$ cat src/rtl/branch_resolve.sv
// Branch resolution: evaluates bne/blt/jump candidates, issues a held
// redirect to fetch until acknowledged, then a fixed run of flush cycles.
module branch_resolve #(
    parameter int unsigned FLUSH_CYCLES = 2
) (
    input  logic        clock,
    input  logic        reset,
    input  logic        in_valid,
    output logic        in_ready,
    input  logic [1:0]  in_op,
    input  logic [31:0] in_a,
    input  logic [31:0] in_b,
    input  logic [31:0] in_pc,
    input  logic [16:0] in_imm,
    input  logic [26:0] in_jtarget,
    output logic        redirect,
    output logic [31:0] redirect_pc,
    input  logic        redirect_ack,
    output logic        flush,
    output logic [31:0] branch_count,
    output logic [31:0] taken_count
);

    typedef enum logic [1:0] {IDLE, REDIRECT, FLUSH} state_t;

    localparam logic [3:0] FLUSH_LOAD = 4'(FLUSH_CYCLES);

    state_t      state_q, state_d;
    logic [31:0] redirect_pc_q, redirect_pc_d;
    logic [31:0] branch_count_q, branch_count_d;
    logic [31:0] taken_count_q, taken_count_d;
    logic [3:0]  cnt_q, cnt_d;

    logic        ne, lt, taken;
    logic [31:0] target;

    // Resolve the candidate: signed compare avoids the overflow trap of a-b.
    always_comb begin
        ne     = (in_a != in_b);
        lt     = ($signed(in_a) < $signed(in_b));
        taken  = ((in_op == 2'b01) && ne) || ((in_op == 2'b10) && lt) || (in_op == 2'b11);
        target = (in_op == 2'b11) ? {5'b0, in_jtarget}
                                  : in_pc + 32'd1 + {{15{in_imm[16]}}, in_imm};
    end

    // Next-state and counter update for IDLE -> REDIRECT -> FLUSH -> IDLE.
    always_comb begin
        state_d        = state_q;
        redirect_pc_d  = redirect_pc_q;
        branch_count_d = branch_count_q;
        taken_count_d  = taken_count_q;
        cnt_d          = cnt_q;
        case (state_q)
            IDLE: begin
                if (in_valid) begin
                    if (in_op != 2'b00)
                        branch_count_d = branch_count_q + 32'd1;
                    if (taken) begin
                        redirect_pc_d = target;
                        taken_count_d = taken_count_q + 32'd1;
                        state_d       = REDIRECT;
                    end
                end
            end
            REDIRECT: begin
                if (redirect_ack) begin
                    if (FLUSH_CYCLES == 0) begin
                        state_d = IDLE;
                    end else begin
                        state_d = FLUSH;
                        cnt_d   = FLUSH_LOAD;
                    end
                end
            end
            FLUSH: begin
                // The count includes the current cycle, so leave on 1.
                if (cnt_q <= 4'd1) begin
                    state_d = IDLE;
                    cnt_d   = 4'd0;
                end else begin
                    cnt_d = cnt_q - 4'd1;
                end
            end
            default: state_d = IDLE;
        endcase
    end

    // State registers with synchronous active-low reset.
    always_ff @(posedge clock) begin
        if (!reset) begin
            state_q        <= IDLE;
            redirect_pc_q  <= 32'd0;
            branch_count_q <= 32'd0;
            taken_count_q  <= 32'd0;
            cnt_q          <= 4'd0;
        end else begin
            state_q        <= state_d;
            redirect_pc_q  <= redirect_pc_d;
            branch_count_q <= branch_count_d;
            taken_count_q  <= taken_count_d;
            cnt_q          <= cnt_d;
        end
    end

    assign in_ready     = (state_q == IDLE);
    assign redirect     = (state_q == REDIRECT);
    assign flush        = (state_q != IDLE);
    assign redirect_pc  = redirect_pc_q;
    assign branch_count = branch_count_q;
    assign taken_count  = taken_count_q;

endmodule

$ cat config.mk
export PLATFORM = sky130hd
export DESIGN_NAME = branch_resolve
export DESIGN_NICKNAME = d
export VERILOG_FILES = /design/src/rtl/branch_resolve.sv
export SDC_FILE = /design/constraint.sdc
export NUM_CORES = 1
export LEC_CHECK = 0
export BUFFER_PORTS_ARGS = -buffer_cell sky130_fd_sc_hd__buf_2
export CAP_MARGIN = 0
export CORE_MARGIN = 4
export CORE_UTILIZATION = 50
export CTS_CLUSTER_SIZE = 10
export DETAILED_ROUTE_END_ITERATION = 10
export PLACE_DENSITY = 0.8
export SYNTH_ARGS = -nofsm -noshare
export SYNTH_HDL_FRONTEND = slang
export SYNTH_SLANG_ARGS = --single-unit
$ cat constraint.sdc
create_clock -name clock -period 8.77 [get_ports clock]
set_input_delay 1.3155 -clock clock [delete_from_list [all_inputs] [get_ports clock]]
set_output_delay 1.3155 -clock clock [all_outputs]
set_load 0.02 [all_outputs]
## Yosys cells after proc, flatten, opt, wreduce, memory -nomap -nowiden

Cells that the tools add are included.

| cells by class | value |
|---|---|
| shifts and indexed selects | 0 |
| bitwise logic cells | 0 |
| div/mod/pow operators | 0 |
| reduce and logical (&&, ||, !) cells | 12 |
| equal/unequal tests | 10 |
| magnitude comparators | 2 |
| mux-type cells | 9 |
| add/sub/neg operators | 5 |
| multipliers | 0 |

Operator list:

| operator | number |
|---|---|
| adder 32 x 1 -> 32 bit, second input constant | 3 |
| adder 32 bit | 1 |
| less-than comparator 32 bit | 1 |
| two-way mux 32 bit | 1 |
| inequality test 32 bit | 1 |
| two-way mux 2 bit | 4 |
| two-way mux 4 bit | 2 |
| case mux 4 bit (2 select lines) | 1 |
| equality test 2 bit, second input constant | 3 |
| case mux 2 bit (3 select lines) | 1 |
| AND reduction 3 bit | 2 |
| nonzero test 2 bit | 3 |
| equality test 2 x 1 -> 1 bit, second input constant | 2 |
| <= comparator 4 x 1 -> 1 bit, second input constant | 1 |
| inequality test 2 x 1 -> 1 bit, second input constant | 2 |
| inequality test 2 bit, second input constant | 2 |
| AND reduction 4 bit | 1 |
| subtractor 4 x 1 -> 4 bit, second input constant | 1 |
| logical AND 1 bit | 2 |
| logical NOT 2 bit | 1 |
| logical OR 1 bit | 2 |
| AND reduction 2 bit | 1 |

| storage, ports and cells | value |
|---|---|
| flip-flop bits (word level) | 102 |
| ROM bits | 0 |
| bits in writable memories | 0 |
| bits in latches | 0 |
| memories kept | 0 |
| input bits | 146 |
| output and inout bits | 99 |

## Longest topological paths before layout

Gate-level depths: netlist of run 1.

| logic depth | value |
|---|---|
| depth in word-level cells | 7 |
| mapped depth | 13 |
| depth with buffers taken out | 13 |

## Worst setup path after synthesis of run 1

No wires, ideal clock.

| timing | value |
|---|---|
| path kind | input-to-reg |
| from | input port in_pc[0] |
| to | register redirect_pc_q[28], in the netlist redirect_pc[28] |
| buffers on the path | 0 |
| stages on the path | 13 |
| slack | 4.992 ns |
| data arrival time | 3.708 ns |
| required time | 8.699 ns |
| cell sequence | inv_1 > ha_1 > inv_1 > fa_1 > a21oi_1 > nor2_1 > o311ai_1 > a211oi_1 > o21ai_1 > a21oi_1 > o21a_1 > or4_1 > a21oi_1 |

| between the ends | value |
|---|---|
| longest elaborated chain between the ends | 3 |

Ends and longest elaborated chain:

| what | line | text |
|---|---|---|
| from (decl) | 13 | `input logic [31:0] in_pc,` |
| adder 32 x 1 -> 32 bit | 43 | `: in_pc + 32'd1 + {{15{in_imm[16]}}, in_imm};` |
| adder 32 bit | 43 |  |
| two-way mux 32 bit | 42 | `target = (in_op == 2'b11) ? {5'b0, in_jtarget}` |
| to (signal assigned) | 98 | `redirect_pc_q <= redirect_pc_d;` |
| to (decl) | 29 | `logic [31:0] redirect_pc_q, redirect_pc_d;` |

No other way between the ends.
A chain may end at the register's enable or synchronous reset.

## Worst setup path in the final report of run 1

| timing | value |
|---|---|
| from | input port in_b[31] |
| to | register taken_count_q[30], in the netlist taken_count[30] |

| between the ends | value |
|---|---|
| longest elaborated chain between the ends | 5 |

Ends and longest elaborated chain:

| what | line | text |
|---|---|---|
| from (decl) | 12 | `input logic [31:0] in_b,` |
| less-than comparator 32 bit / inequality test 32 bit (equally long branches) | 40, 39 |  |
| logical AND 1 bit | 41 | `taken = ((in_op == 2'b01) && ne) \|\| ((in_op == 2'b10) && lt) \|\| (in_op == 2'b11);` |
| logical OR 1 bit (*) (2 in a row) | 41 |  |
| AND reduction 3 bit (no line) (*) | n/a |  |
| to (signal assigned) | 100 | `taken_count_q <= taken_count_d;` |
| to (decl) | 31 | `logic [31:0] taken_count_q, taken_count_d;` |

Every way passes the cells marked *; elsewhere a longest branch is shown, timed or not.

==> results of run 1 <==
-- power breakdown --
| part | internal (mW) | switching (mW) |
|---|---|---|
| registers | 0.480 | 0.0114 |
| logic | 0.120 | 0.169 |
| clock network | 0.229 | 0.183 |
| total | 0.829 | 0.364 |
-- worst paths after layout --
check | startpoint | slack [ps] | cells after the start | endpoint
hold / removal | redirect_pc[0] | 460 | 2 | redirect_pc[0]
setup reg to reg | state_q[1] | 5940 | 7 | taken_count[30]
hold reg to reg | redirect_pc[0] | 460 | 2 | redirect_pc[0]
setup / recovery | in_b[31] | 4750 | 11 | taken_count[30]
-- worst max-delay path, stage by stage --
cell     delay, ps
buf_2           70
inv_1           50
ha_1           320
nand4_1        130
nor4_1         340
and2_1         210
o21ai_1         80
a31oi_1        400
o31a_2         880
a41oi_1        230
o21a_1         240
-- synthesized netlist by cell type (all sizes together) (5+ instances only) --
cell | count | share of area
clkbuf | 28 | 0.015
nand3 | 34 | 0.026
and2 | 8 | 0.0073
o21ai | 49 | 0.036
nand4 | 26 | 0.024
o31ai | 13 | 0.014
nor2b | 8 | 0.0073
xor2 | 22 | 0.028
or4 | 12 | 0.013
a21oi | 89 | 0.065
a21o | 23 | 0.025
buf | 6 | 0.0044
o211ai | 10 | 0.011
a311oi | 12 | 0.015
dfxtp | 102 | 0.30
a211oi | 10 | 0.011
xnor2 | 25 | 0.032
nor2 | 85 | 0.047
nand2b | 9 | 0.0082
or3 | 31 | 0.028
nand2 | 100 | 0.055
o21a | 5 | 0.0055
ha | 67 | 0.12
and4 | 8 | 0.011
nor3 | 18 | 0.013
inv | 54 | 0.030
and3 | 7 | 0.0066
-- registers in the layout, summed over array words and instances, names as in the netlist --
| signal | count |
|---|---|
| taken_count | 32 |
| branch_count | 32 |
| redirect_pc | 32 |
| state_q | 2 |
| cnt_q | 4 |
-- layout by cell type (no fill, tap or decap), drive strengths merged, types with 31 or more instances in the layout --
cell type	n
nand3	34
ha	67
buf	248
o21ai	49
or3	31
a21oi	89
dfxtp	102
inv	54
nand2	100
nor2	85
-- area by class of cell --
| type | count | area (µm²) | area share |
|---|---|---|---|
| multi-input combinational | 703 | 4480 | 0.527 |
| sequential | 102 | 2040 | 0.240 |
| timing repair buffer | 248 | 1250 | 0.147 |
| clock buffer | 11 | 243 | 0.0286 |
| tap | 176 | 220 | 0.0259 |
| inverter | 54 | 203 | 0.0238 |
| clock inverter | 5 | 58.8 | 0.00692 |
-- cells by family (layout without fill, tap and decap cells) --
logic type                 count (synthesis)  in the layout  synth area share
adders and majority gates                 68             68             0.125
and+or+nand+nor                          355            355             0.255
xor gates and xnor gates                  47             47            0.0601
muxes                                      2              2           0.00292
DFF                                      102            102             0.298
AOI/OAI and AO/OA                        231            231             0.209
buffers and inverters                     88            318            0.0493
-- stage by stage --
| stage | cell area [µm²] | setup slack (ps) | std cells | total power [mW] | util |
|---|---|---|---|---|---|
| final | 8500 | 4750 | 1299 | 1.19 | 0.637 |
| after floorplan | 6850 | 4990 | 893 | 0.694 | - |
| after CTS | 8500 | 4750 | 1299 | 1.20 | 0.637 |
| after detailed placement | 8200 | 4370 | 1283 | 0.789 | 0.614 |
| after global placement | 8200 | 4490 | 1283 | 0.785 | 0.614 |
| after global routing | 8500 | 4430 | 1299 | 1.25 | 0.637 |
-- metal layers --
metal  share of wire  wire length (µm)  global-route usage  vias to the layer above
met3           0.073              1430              0.0478                       32
met5         0.00061                12                   0                        -
met4           0.025               488              0.0886                        2
li1                -                 -                   -                     3666
met2            0.48              9450               0.420                      276
met1            0.42              8240               0.292                     3270
==> run metrics, run 1 <==
outcome finished, final reports clean; DR vias/cell 5.58; Chip Width 125 µm; initial core utilization 0.513; gpl congestion 0.931; post-route setup TNS 0 ps; Core Area 13300 µm²; Ant. Diodes 0; grt total ovfl 0; Clock Skews 5.86 ps; num rows 42; I/O Pins 245; initial antenna violation count 1; Synth-to-Final Area Change 24.1%; WS Path Type in2reg; largest net degree at the start of global routing 68; cell count after synthesis 893; Final Cycle Share 0.459; relative slew slack 0.247; Max Slew Vio Count 0; Total Wirelength 19600 µm; DIE HEIGHT 125 µm; Final Hold Fails 0; hpwl dp 15100 µm; 1st-pass router iterations 4; cell area after synthesis 6850 µm²; crit path capture type register; Root Buffer clkbuf_16; ys async rst share 0; critical path peak fanout 49; vias 7246; ratio of cells with drive above 1 in the final layout 0.245; fillers 1218; die area 15600 µm²; WL per Instance 15.1 µm; post-layout minimum cycle time 4020 ps; post-synthesis cell type count 58; Required @ worst endpoint 9020 ps; final setup fails 0; first-pass GRT wire length 31800 µm; TritonCTS clock tree done; GR Util All Layers 0.240; IR drop worst, VDD 0.0000854 V; Arrival @ worst endpoint 4270 ps; Power per Cell Area 140 nW/µm²; leakage power 3.98 nW; unrepaired setup endpoints after global routing no; startpoint types primary input; vias in the first global route 6796; MaxCap Viol Count 0; Synth Flop Type dfxtp_1; synth warn 0; htree depth 3; I/O Buffers 244; Mapped Avg Cell Area 7.67 µm²; Synth Register Bits 102; Clock Tree Buf Depth 2; syn nets 1107; drt drc 0; cts hold-fix bufs 0; clock latency on the worst-skew pair 350 ps; worst hold slack 455 ps; actual slew at the worst max-slew pin 1110 ps; EDFF count, synth 0; post-route ant nets 0; min-delay worst type reg2reg; number of buffers created by CTS 9; Post-CTS Resized 0; First DRT Iteration DRCs 328; max frequency 0.249 GHz; CTS clock-pin slew for the worst setup and hold paths 70 ps; Seq/Total Area, Yosys 0.298; clock sinks 102; Nets 1332; Post-CTS Setup Bufs 0
Note: power is estimated with default switching activity, not from simulation.
==> run 2: changes to the inputs <==
CORE_UTILIZATION = 46   (was 50)
PLACE_DENSITY = 0.78   (was 0.8)
clock period = 3.5 ns   (was 8.77 ns; I/O delays follow)
==> run 2 against run 1 <==
Against the previous run:
- hold slack got worse by 26 ps
- sequential cell count did not move
- highest routed layer unchanged
- critical path type unchanged
- die area rose by 8.1%
- first-iteration DRC count rose by 8.2%
==> run metrics, run 2 (synthesis results as in run 1) <==
worst hold start in_jtarget[12]; Arrival @ worst endpoint 3200 ps; Synth-to-Final Area Change 25.4%; vias 7205; initial core utilization 0.471; Worst Hold End redirect_pc[12]; 1st-pass router iterations 4; First DRT Iteration DRCs 355; Chip Width 130 µm; dpl cells 1295; Finished Core Util 0.591; Ant. Diodes 0; largest net degree at the start of global routing 68; min-delay worst type in2reg; leakage power 4.02 nW; clock latency on the worst-skew pair 350 ps; htree depth 3; CTS clock-pin slew for the worst setup and hold paths 70 ps; DR vias/cell 5.50; Clock Tree Buf Depth 2; post-layout minimum cycle time 2920 ps; first-pass GRT wire length 31700 µm; Max Slew Vio Count 0; initial antenna violation count 1; post-route ant nets 0; number of buffers created by CTS 9; MaxCap Viol Count 0; GR Util All Layers 0.230; RR Startpoint state_q[1]; grt total ovfl 0; outcome finished, final reports clean; crit path capture type register; Non-Filler Instances 1310; clock sinks 102; worst reg2reg path endpoint redirect_pc[28]; num rows 44; I/O Pins 245; startpoint types primary input; Cells on Worst Hold Path 3; cts hold-fix bufs 0; final setup fails 0; most frequent cells in the layout buf_2 (244), dfxtp_1 (102), nand2_1 (100), a21oi_1 (89), nor2_1 (84); actual slew at the worst max-slew pin 893 ps; Nets 1336; drt drc 0; post-route setup TNS 0 ps; relative slew slack 0.403; Post-CTS Setup Bufs 0; fillers 1393; I/O Buffers 244; IR drop worst, VDD 0.000209 V; hpwl dp 15600 µm; die area 16900 µm²; Reg2Reg Setup Slack 880 ps; Power per Cell Area 358 nW/µm²; Total Wirelength 19900 µm; Final Cycle Share 0.835; worst hold slack 429 ps; gpl congestion 0.896; max frequency 0.342 GHz; Post-CTS Resized 0; Core Area 14500 µm²; WS Path Type in2reg; unrepaired setup endpoints after global routing no; WL per Instance 15.2 µm; DIE HEIGHT 130 µm; Final Hold Fails 0; Clock Skews 7.26 ps; commonest non-fill, non-tap cell in the layout buf_2; Required @ worst endpoint 3780 ps; R2R depth 8; TritonCTS clock tree done; critical path peak fanout 3; vias in the first global route 6854; Root Buffer clkbuf_16; ratio of cells with drive above 1 in the final layout 0.247
-- run 2: cell count changes in the layout (fill, tap and decap cells not counted), sizes merged --
| cell | before | now |
|---|---|---|
| buf | 248 | 252 |
| clkinv | 2 | 0 |
| bufinv | 1 | 2 |
| clkbuf | 11 | 12 |
| clkinvlp | 2 | 1 |
-- run 2: layout make-up --
| class | instances | area [µm²] | area share |
|---|---|---|---|
| Timing Repair Buffer | 252 | 1310 | 0.152 |
| Tap cell | 184 | 230 | 0.0268 |
| Clock inverter | 3 | 67.6 | 0.00787 |
| Clock buffer | 12 | 256 | 0.0299 |
| Multi-Input combinational cell | 703 | 4480 | 0.522 |
| Inverter | 54 | 203 | 0.0236 |
| Sequential cell | 102 | 2040 | 0.238 |
-- run 2: report_power, final --
group	switching, mW	leakage [nW]	internal, mW
Combinational	0.433	3.04	0.308
Clock	0.445	0.155	0.663
Sequential	0.0274	0.827	1.20
Total	0.906	4.02	2.17
-- run 2: worst max-delay path by stage --
stage | start | to | cells past startpoint
floorplan | in_pc[0] | redirect_pc[28] | 13
global placement | in_pc[0] | redirect_pc[28] | 15
detailed placement | in_pc[0] | redirect_pc[28] | 15
CTS | in_pc[0] | redirect_pc[28] | 15
global route | in_imm[0] | redirect_pc[28] | 15
finish | in_pc[0] | redirect_pc[28] | 15
-- run 2: through the flow --
stage / setup slack, ps / total power [mW] / cell area [µm²]
after global routing: 342 / 3.24 / 8590
final: 577 / 3.08 / 8590
after detailed placement: 199 / 2.00 / 8270
after floorplan: 512 / 1.74 / 6850
after CTS: 569 / 3.12 / 8590
after global placement: 284 / 1.98 / 8270
-- run 2: per-layer routing --
layer  share of wire  vias to the layer above  global-route usage  wire, µm
met2            0.48                      260               0.403      9510
li1                -                     3658                   -         -
met1            0.41                     3251               0.273      8090
met3           0.090                       34              0.0491      1790
met4           0.025                        2              0.0929       493
met5         0.00035                        -                   0         7
-- run 2: critical path: stages --
cell and delay (ps):
buf_2 100, inv_1 50, ha_1 170, inv_1 60, fa_1 400, a21oi_1 200, nor2_1 100, o311ai_1 270
buf_4 170, a211oi_1 70, o21ai_1 180, a21oi_1 120, o21a_1 170, or4_1 460, a21oi_1 140
